File: src/rtl/csi2rx_rgb666_b2p.sv
// ---------------------------------------------------------------------------
// csi2rx_rgb666_b2p
//
// Receive-side RGB666 byte-to-pixel unpacker. Takes the 32-bit payload dwords
// of one CSI-2 long packet (a line) and turns them back into 18-bit pixels,
// one per handshake. It undoes the TX pixel-to-dword packer.
//
// The payload is an LSB-first bitstream:
//   - pixel n sits at stream bits [18n+17:18n];
//   - dword k carries stream bits [32k+31:32k].
//
// Dwords are shifted into an accumulator. Pixels are taken from its bottom
// 18 bits. Two counters track the line:
//   - bits_rem: payload bits not yet emitted as pixels;
//   - dw_rem:   dwords still to be accepted.
//
// Ports
//   clk                   clock
//   rst_n                 asynchronous active-low reset
//   rgb666_convrn_enable  block enable; low forces IDLE and flushes the buffer
//   line_start            one-cycle pulse starting a line; samples line_wc
//   line_wc    [WC_W]     payload byte count of the line
//   dw         [32]       payload dword
//   dw_vld                dword valid
//   dw_rdy                dword accepted when dw_vld && dw_rdy
//   pixel_data [18]       pixel
//   pixel_vld             pixel valid
//   pixel_rdy             pixel consumed when pixel_vld && pixel_rdy
//   pixel_eol             last pixel of the line (qualified by pixel_vld)
//   len_err               one-cycle pulse on a line-length error
// ---------------------------------------------------------------------------
module csi2rx_rgb666_b2p #(
    parameter int BUF_W = 64,
    parameter int WC_W  = 16
) (
    input  logic            clk,
    input  logic            rst_n,
    input  logic            rgb666_convrn_enable,
    input  logic            line_start,
    input  logic [WC_W-1:0] line_wc,
    input  logic [31:0]     dw,
    input  logic            dw_vld,
    output logic            dw_rdy,
    output logic [17:0]     pixel_data,
    output logic            pixel_vld,
    input  logic            pixel_rdy,
    output logic            pixel_eol,
    output logic            len_err
);

    localparam int FILL_W = $clog2(BUF_W + 1);
    localparam int BR_W   = WC_W + 3;
    localparam int DR_W   = WC_W - 1;

    localparam logic [FILL_W-1:0] FILL_PIX = FILL_W'(18);
    localparam logic [FILL_W-1:0] FILL_DW  = FILL_W'(32);
    localparam logic [BR_W-1:0]   BITS_PIX = BR_W'(18);
    localparam logic [BR_W-1:0]   BITS_EOL = BR_W'(36);

    typedef enum logic [1:0] {
        IDLE,
        ACTIVE,
        TAIL
    } state_t;

    state_t            state;
    state_t            state_nxt;
    logic [BUF_W-1:0]  acc;
    logic [BUF_W-1:0]  acc_nxt;
    logic [FILL_W-1:0] fill;
    logic [FILL_W-1:0] fill_nxt;
    logic [BR_W-1:0]   bits_rem;
    logic [BR_W-1:0]   bits_rem_nxt;
    logic [DR_W-1:0]   dw_rem;
    logic [DR_W-1:0]   dw_rem_nxt;
    logic              len_err_nxt;

    logic              accept;
    logic              pop;
    logic [FILL_W-1:0] fill_pop;
    logic [BUF_W-1:0]  acc_pop;
    logic [DR_W-1:0]   dw_rem_acc;
    logic [BUF_W-1:0]  dw_ext;
    logic [BR_W-1:0]   wc_bits;
    logic [DR_W-1:0]   wc_dwords;

    // Line-length conversions:
    //   - wc_bits:   payload bits in the line;
    //   - wc_dwords: dwords in the line, with the last dword rounded up.
    assign wc_bits   = {line_wc, 3'b000};
    assign wc_dwords = DR_W'(({1'b0, line_wc} + (WC_W + 1)'(3)) >> 2);
    assign dw_ext    = {{(BUF_W - 32){1'b0}}, dw};

    // Output decode.
    // pixel_vld and pixel_eol depend only on registers.
    // dw_rdy also depends on line_start: a restarting line must not swallow
    // a dword that belongs to either the old line or the new line.
    // The fill <= 32 limit leaves room for a whole dword even when no pixel
    // is popped in the same cycle.
    always_comb begin
        dw_rdy     = 1'b0;
        pixel_vld  = 1'b0;
        pixel_eol  = 1'b0;
        pixel_data = acc[17:0];
        case (state)
            ACTIVE: begin
                pixel_vld = (fill >= FILL_PIX) && (bits_rem >= BITS_PIX);
                pixel_eol = pixel_vld && (bits_rem < BITS_EOL);
                dw_rdy    = (dw_rem != '0) && (fill <= FILL_DW) && !line_start;
            end
            TAIL: begin
                dw_rdy = (dw_rem != '0) && !line_start;
            end
            default: begin
                dw_rdy = 1'b0;
            end
        endcase
    end

    assign accept = dw_vld && dw_rdy;
    assign pop    = pixel_vld && pixel_rdy;

    // Pop-then-accept ordering.
    // An outgoing pixel leaves the accumulator first. The incoming dword then
    // lands just above the bits that remain.
    assign fill_pop   = pop ? (fill - FILL_PIX) : fill;
    assign acc_pop    = pop ? (acc >> 18) : acc;
    assign dw_rem_acc = accept ? (dw_rem - DR_W'(1)) : dw_rem;

    // Next-state and datapath update.
    // Priority, highest first:
    //   1. enable low;
    //   2. line_start, which aborts any line in flight;
    //   3. normal per-state behaviour.
    always_comb begin
        state_nxt    = state;
        acc_nxt      = acc;
        fill_nxt     = fill;
        bits_rem_nxt = bits_rem;
        dw_rem_nxt   = dw_rem;
        len_err_nxt  = 1'b0;

        if (!rgb666_convrn_enable) begin
            state_nxt    = IDLE;
            acc_nxt      = '0;
            fill_nxt     = '0;
            bits_rem_nxt = '0;
            dw_rem_nxt   = '0;
        end else if (line_start) begin
            // A new line inside a running one is an error. The restart still
            // happens in this same cycle.
            if (state != IDLE) begin
                len_err_nxt = 1'b1;
            end
            acc_nxt  = '0;
            fill_nxt = '0;
            if (line_wc == '0) begin
                len_err_nxt  = 1'b1;
                state_nxt    = IDLE;
                bits_rem_nxt = '0;
                dw_rem_nxt   = '0;
            end else begin
                state_nxt    = ACTIVE;
                bits_rem_nxt = wc_bits;
                dw_rem_nxt   = wc_dwords;
            end
        end else begin
            case (state)
                ACTIVE: begin
                    acc_nxt      = acc_pop | (accept ? (dw_ext << fill_pop) : '0);
                    fill_nxt     = fill_pop + (accept ? FILL_DW : '0);
                    bits_rem_nxt = pop ? (bits_rem - BITS_PIX) : bits_rem;
                    dw_rem_nxt   = dw_rem_acc;
                    // The eol pop discards padding and residue bits.
                    // Dwords not yet received are drained in TAIL.
                    // Leftover bits mean line_wc was not a multiple of 9.
                    if (pop && pixel_eol) begin
                        acc_nxt      = '0;
                        fill_nxt     = '0;
                        bits_rem_nxt = '0;
                        state_nxt    = (dw_rem_acc == '0) ? IDLE : TAIL;
                        len_err_nxt  = (bits_rem != BITS_PIX);
                    end
                end
                TAIL: begin
                    dw_rem_nxt = dw_rem_acc;
                    if (dw_rem_acc == '0) begin
                        state_nxt = IDLE;
                    end
                end
                default: begin
                    state_nxt = IDLE;
                end
            endcase
        end
    end

    // State register.
    always_ff @(posedge clk or negedge rst_n) begin
        if (!rst_n) begin
            state <= IDLE;
        end else begin
            state <= state_nxt;
        end
    end

    // Datapath registers.
    // len_err is registered, so each error shows as a one-cycle pulse in the
    // cycle after its cause.
    always_ff @(posedge clk or negedge rst_n) begin
        if (!rst_n) begin
            acc      <= '0;
            fill     <= '0;
            bits_rem <= '0;
            dw_rem   <= '0;
            len_err  <= 1'b0;
        end else begin
            acc      <= acc_nxt;
            fill     <= fill_nxt;
            bits_rem <= bits_rem_nxt;
            dw_rem   <= dw_rem_nxt;
            len_err  <= len_err_nxt;
        end
    end

endmodule

File: config.mk
export PLATFORM = sky130hd
export DESIGN_NAME = csi2rx_rgb666_b2p
export DESIGN_NICKNAME = d
export VERILOG_FILES = /design/src/rtl/csi2rx_rgb666_b2p.sv
export SDC_FILE = /design/constraint.sdc
export NUM_CORES = 1
export LEC_CHECK = 0
export ABC_CLOCK_PERIOD_IN_PS = 7400
export CORE_UTILIZATION = 50
export CTS_CLUSTER_SIZE = 16
export DETAILED_ROUTE_END_ITERATION = 7
export PLACE_DENSITY = 0.69
export SYNTH_ARGS = -nofsm -noshare
export SYNTH_HDL_FRONTEND = slang
export SYNTH_SLANG_ARGS = --single-unit
File: constraint.sdc
create_clock -name clk -period 7.4 [get_ports clk]
set_input_delay 0.74 -clock clk [delete_from_list [all_inputs] [get_ports clk]]
set_output_delay 0.74 -clock clk [all_outputs]
set_load 0.02 [all_outputs]
==> out/results.ini <==
[run_status]
run_status = completed

[clocking]
holdBufCountCts = 0
cts-buffers-inserted = 9
clock-sinks = 106
clk_path_buf_depth = 2
cts_post_setup_buffers_inserted = 0
htreeDepth = 3
path_clk_slew_ns = 0.08
cts_resized = 0
cts_tree = built
clkLatencyLatePin_ns = 0.37
cts-root-buf = clkbuf_16

[timing]
relSlewSlack = 0.1868
hold_violations = 0
setup_viol = 0
fin_crit_sh = 0.6656
fin_tns_setup_ns = 0
worst_pin_slew_ns = 1.214
rsz0062_at_grt = false
drv_slew = 0
fin_crit_ns = 4.926
skew_ns = 0.007031
clock.fmax_mhz = 203.0

[job]
max_cap_violations = 0

[pwr]
p_per_area_mw_per_mm2 = 138.1
ir_drop_mv = 0.1162
power.total_mw = 1.375
p_leak_nw = 3.960

[global_route]
track_usage = 0.3152
grt_pass1_vias = 8006
grt_overflow = 0
grt_first_pass_wirelength_um = 45070
grt_max_degree = 77
antenna_found_initial = 0

[floorplanning]
num_rows = 48
ios = 76
core_mm2 = 0.01742
die_area_mm2 = 0.01852
initial_core_util = 0.5163
die_w_um = 136.1
die_h_um = 136.1

[cells_and_area]
nets = 1140
drive_above_1_share = 0.1007
synthToLayoutAreaGrowth_pct = 10.69
final_area_mm2 = 0.009953
antenna_cells = 0
nFillCells = 1614

[yosys]
synth-seq-cells = 106
avgSynthCellArea_um2 = 8.420
synth_cells = 1068
yosysUniqueCellTypes = 86
ys_seq_area_frac = 0.2950
async_flop_share = 1.000
netlist_area_mm2 = 0.008992
syn_nets = 1131
synth_edf_count = 0
yosys_warnings = 0
synth_ff_type = dfrtp_1

[route]
ant_nets = 0
num_vias = 8782
vias_per_cell = 6.719
wl_per_cell_um = 21.77
drc = 0
drt_pre_antenna_iters = 6
dr.first_iter.drc_count = 1123
postRouteWirelength_um = 28450

[worst_setup_path]
startpoint_type = flip-flop
endpoint_kind = flip-flop
cp.required_ns = 7.68
worstPathMaxFanout = 66
setup.worst_path.class = flip-flop to flip-flop
cp_data_arrival_time_ns = 5.21

[placed_design]
place_hpwl_um = 20410
place.gp.congestion = 0.9613
io_buffers = 75
dpl_cell_area_mm2 = 0.009667

[worst_hold_path]
holdCritPathClass = input port to async pin

## layout by cell type, fill, tap and decap left out, types with 5 or more instances in the layout
| master | netlist | routed |
|---|---|---|
| nor2b_1 | 9 | 9 |
| a2bb2oi_1 | 5 | 5 |
| ha_1 | 9 | 9 |
| mux4_2 | 17 | 17 |
| and4_1 | 8 | 8 |
| a21o_1 | 6 | 6 |
| nand3_1 | 25 | 25 |
| a211oi_1 | 20 | 20 |
| xor2_1 | 15 | 15 |
| nor3_1 | 38 | 38 |
| o22ai_1 | 21 | 21 |
| o31ai_1 | 5 | 5 |
| nor4_1 | 12 | 12 |
| dfrtp_1 | 106 | 105 |
| nand2_1 | 130 | 130 |
| a22oi_1 | 45 | 45 |
| a32oi_1 | 10 | 10 |
| mux2_2 | 21 | 21 |
| a21oi_1 | 52 | 52 |
| a31oi_1 | 10 | 10 |
| o21ai_0 | 80 | 80 |
| clkbuf_16 | 0 | 9 |
| o21ai_1 | 8 | 8 |
| a222oi_1 | 13 | 13 |
| nor2_1 | 85 | 83 |
| and3_1 | 5 | 5 |
| or3_1 | 5 | 5 |
| inv_1 | 29 | 29 |
| and2_1 | 16 | 16 |
| xnor2_1 | 15 | 15 |
| nand2b_1 | 7 | 7 |
| buf_4 | 20 | 17 |
| mux2i_1 | 49 | 49 |
| clkdlybuf4s50_1 | 0 | 74 |
| nand4_1 | 7 | 7 |
## worst paths after layout
kind / slack, ns / end / cells after the start / startpoint
setup / recovery: 2.47 / acc[57] / 12 / fill[1]
hold / removal: 0.30 / dw_rem[9] / 1 / rst_n
setup reg to reg: 2.47 / acc[57] / 12 / fill[1]
hold reg to reg: 0.48 / acc[47] / 2 / acc[47]
max in group asynchronous: 5.77 / bits_rem[6] / 2 / rst_n
min in group clk: 0.48 / acc[47] / 2 / acc[47]
## worst max-delay path: stages, from the launching register on
cell and delay, ns:
dfrtp_2 0.34, buf_4 0.59, inv_2 0.45, ha_1 0.34, or3b_4 0.26, a211oi_4 0.09
a211oi_4 0.56, buf_4 0.54, a2bb2oi_1 0.57, o22ai_1 0.23, o21ai_0 0.47, mux2i_1 0.18
a22oi_1 0.20
## cell usage after synthesis, types with 4 or more instances
cell	count	share of area
nand4_1	7	0.0049
a32oi_1	10	0.0097
ha_1	9	0.013
dfrtp_1	106	0.29
a21oi_1	52	0.029
a2bb2oi_1	5	0.0049
o311a_1	4	0.0045
nand3_1	25	0.014
o31ai_1	5	0.0042
a31oi_1	10	0.0070
o21ai_0	80	0.045
a22oi_1	45	0.038
a211oi_1	20	0.017
nor3_1	38	0.021
nor2b_1	9	0.0063
mux2_2	21	0.026
nor4_1	12	0.0083
clkbuf_1	34	0.014
or3_1	5	0.0035
a21o_1	6	0.0050
or2_2	4	0.0028
and3_1	5	0.0035
a22o_1	4	0.0039
mux2i_1	49	0.055
buf_1	7	0.0029
a222oi_1	13	0.014
xnor2_1	15	0.015
a211oi_2	4	0.0056
buf_2	27	0.015
mux4_2	17	0.043
o22ai_1	21	0.015
xor2_1	15	0.015
and4_1	8	0.0078
nor2_1	85	0.035
o21ai_1	8	0.0045
buf_4	20	0.017
nand2_1	130	0.054
and2_1	16	0.011
buf_6	5	0.0063
inv_1	29	0.012
nand2b_1	7	0.0049
## sequential cells by signal, summed over array words and instances, names as in the netlist
| name | flops |
|---|---|
| bits_rem | 18 |
| state | 2 |
| len_err | 1 |
| acc | 64 |
| dw_rem | 15 |
| fill | 6 |
## per-layer routing
metal	routed length (µm)	part of all wire	GRT usage
met2	11810	0.41	0.4349
met1	13160	0.46	0.4863
met5	0	0	0
met3	2683	0.094	0.05369
met4	795	0.028	0.1105
## layout make-up
type,instances,area [µm²],area share
flip-flops and latches,106,2654,0.2666
inverters,31,116.4,0.01169
repair buffers,91,868.3,0.08724
clock inverters,6,47.55,0.004777
clock buffers,10,239.0,0.02401
multi-input cells,838,5747,0.5774
well taps,225,281.5,0.02828
## through the flow
| stage | hold WS [ns] | util | cells | worst slack [ns] |
|---|---|---|---|---|
| after CTS | 0.3110 | 0.5715 | 1307 | 2.611 |
| final | 0.3009 | 0.5715 | 1307 | 2.474 |
| after detailed placement | 0.4633 | 0.5550 | 1291 | 2.630 |
| after global routing | 0.3308 | 0.5715 | 1307 | 2.196 |
| after global placement | 0.4601 | 0.5550 | 1291 | 2.801 |
| after floorplan | 0.4396 | - | 1068 | 3.641 |
## cell families after synthesis
group,share of synthesized area
AND/OR/NAND/NOR,0.1947
AO/OA/AOI/OAI,0.2665
buffers and inverters,0.06804
flip-flops,0.2950
multiplexers,0.1305
XOR/XNOR,0.03284
adder cells (fa/ha/maj),0.01252
## power by group
| group | total [mW] | internal [mW] | switching (mW) |
|---|---|---|---|
| Sequential | 0.615 | 0.594 | 0.0208 |
| Combinational | 0.276 | 0.106 | 0.170 |
| Clock | 0.484 | 0.242 | 0.241 |
(Power assumes the default switching activity.)
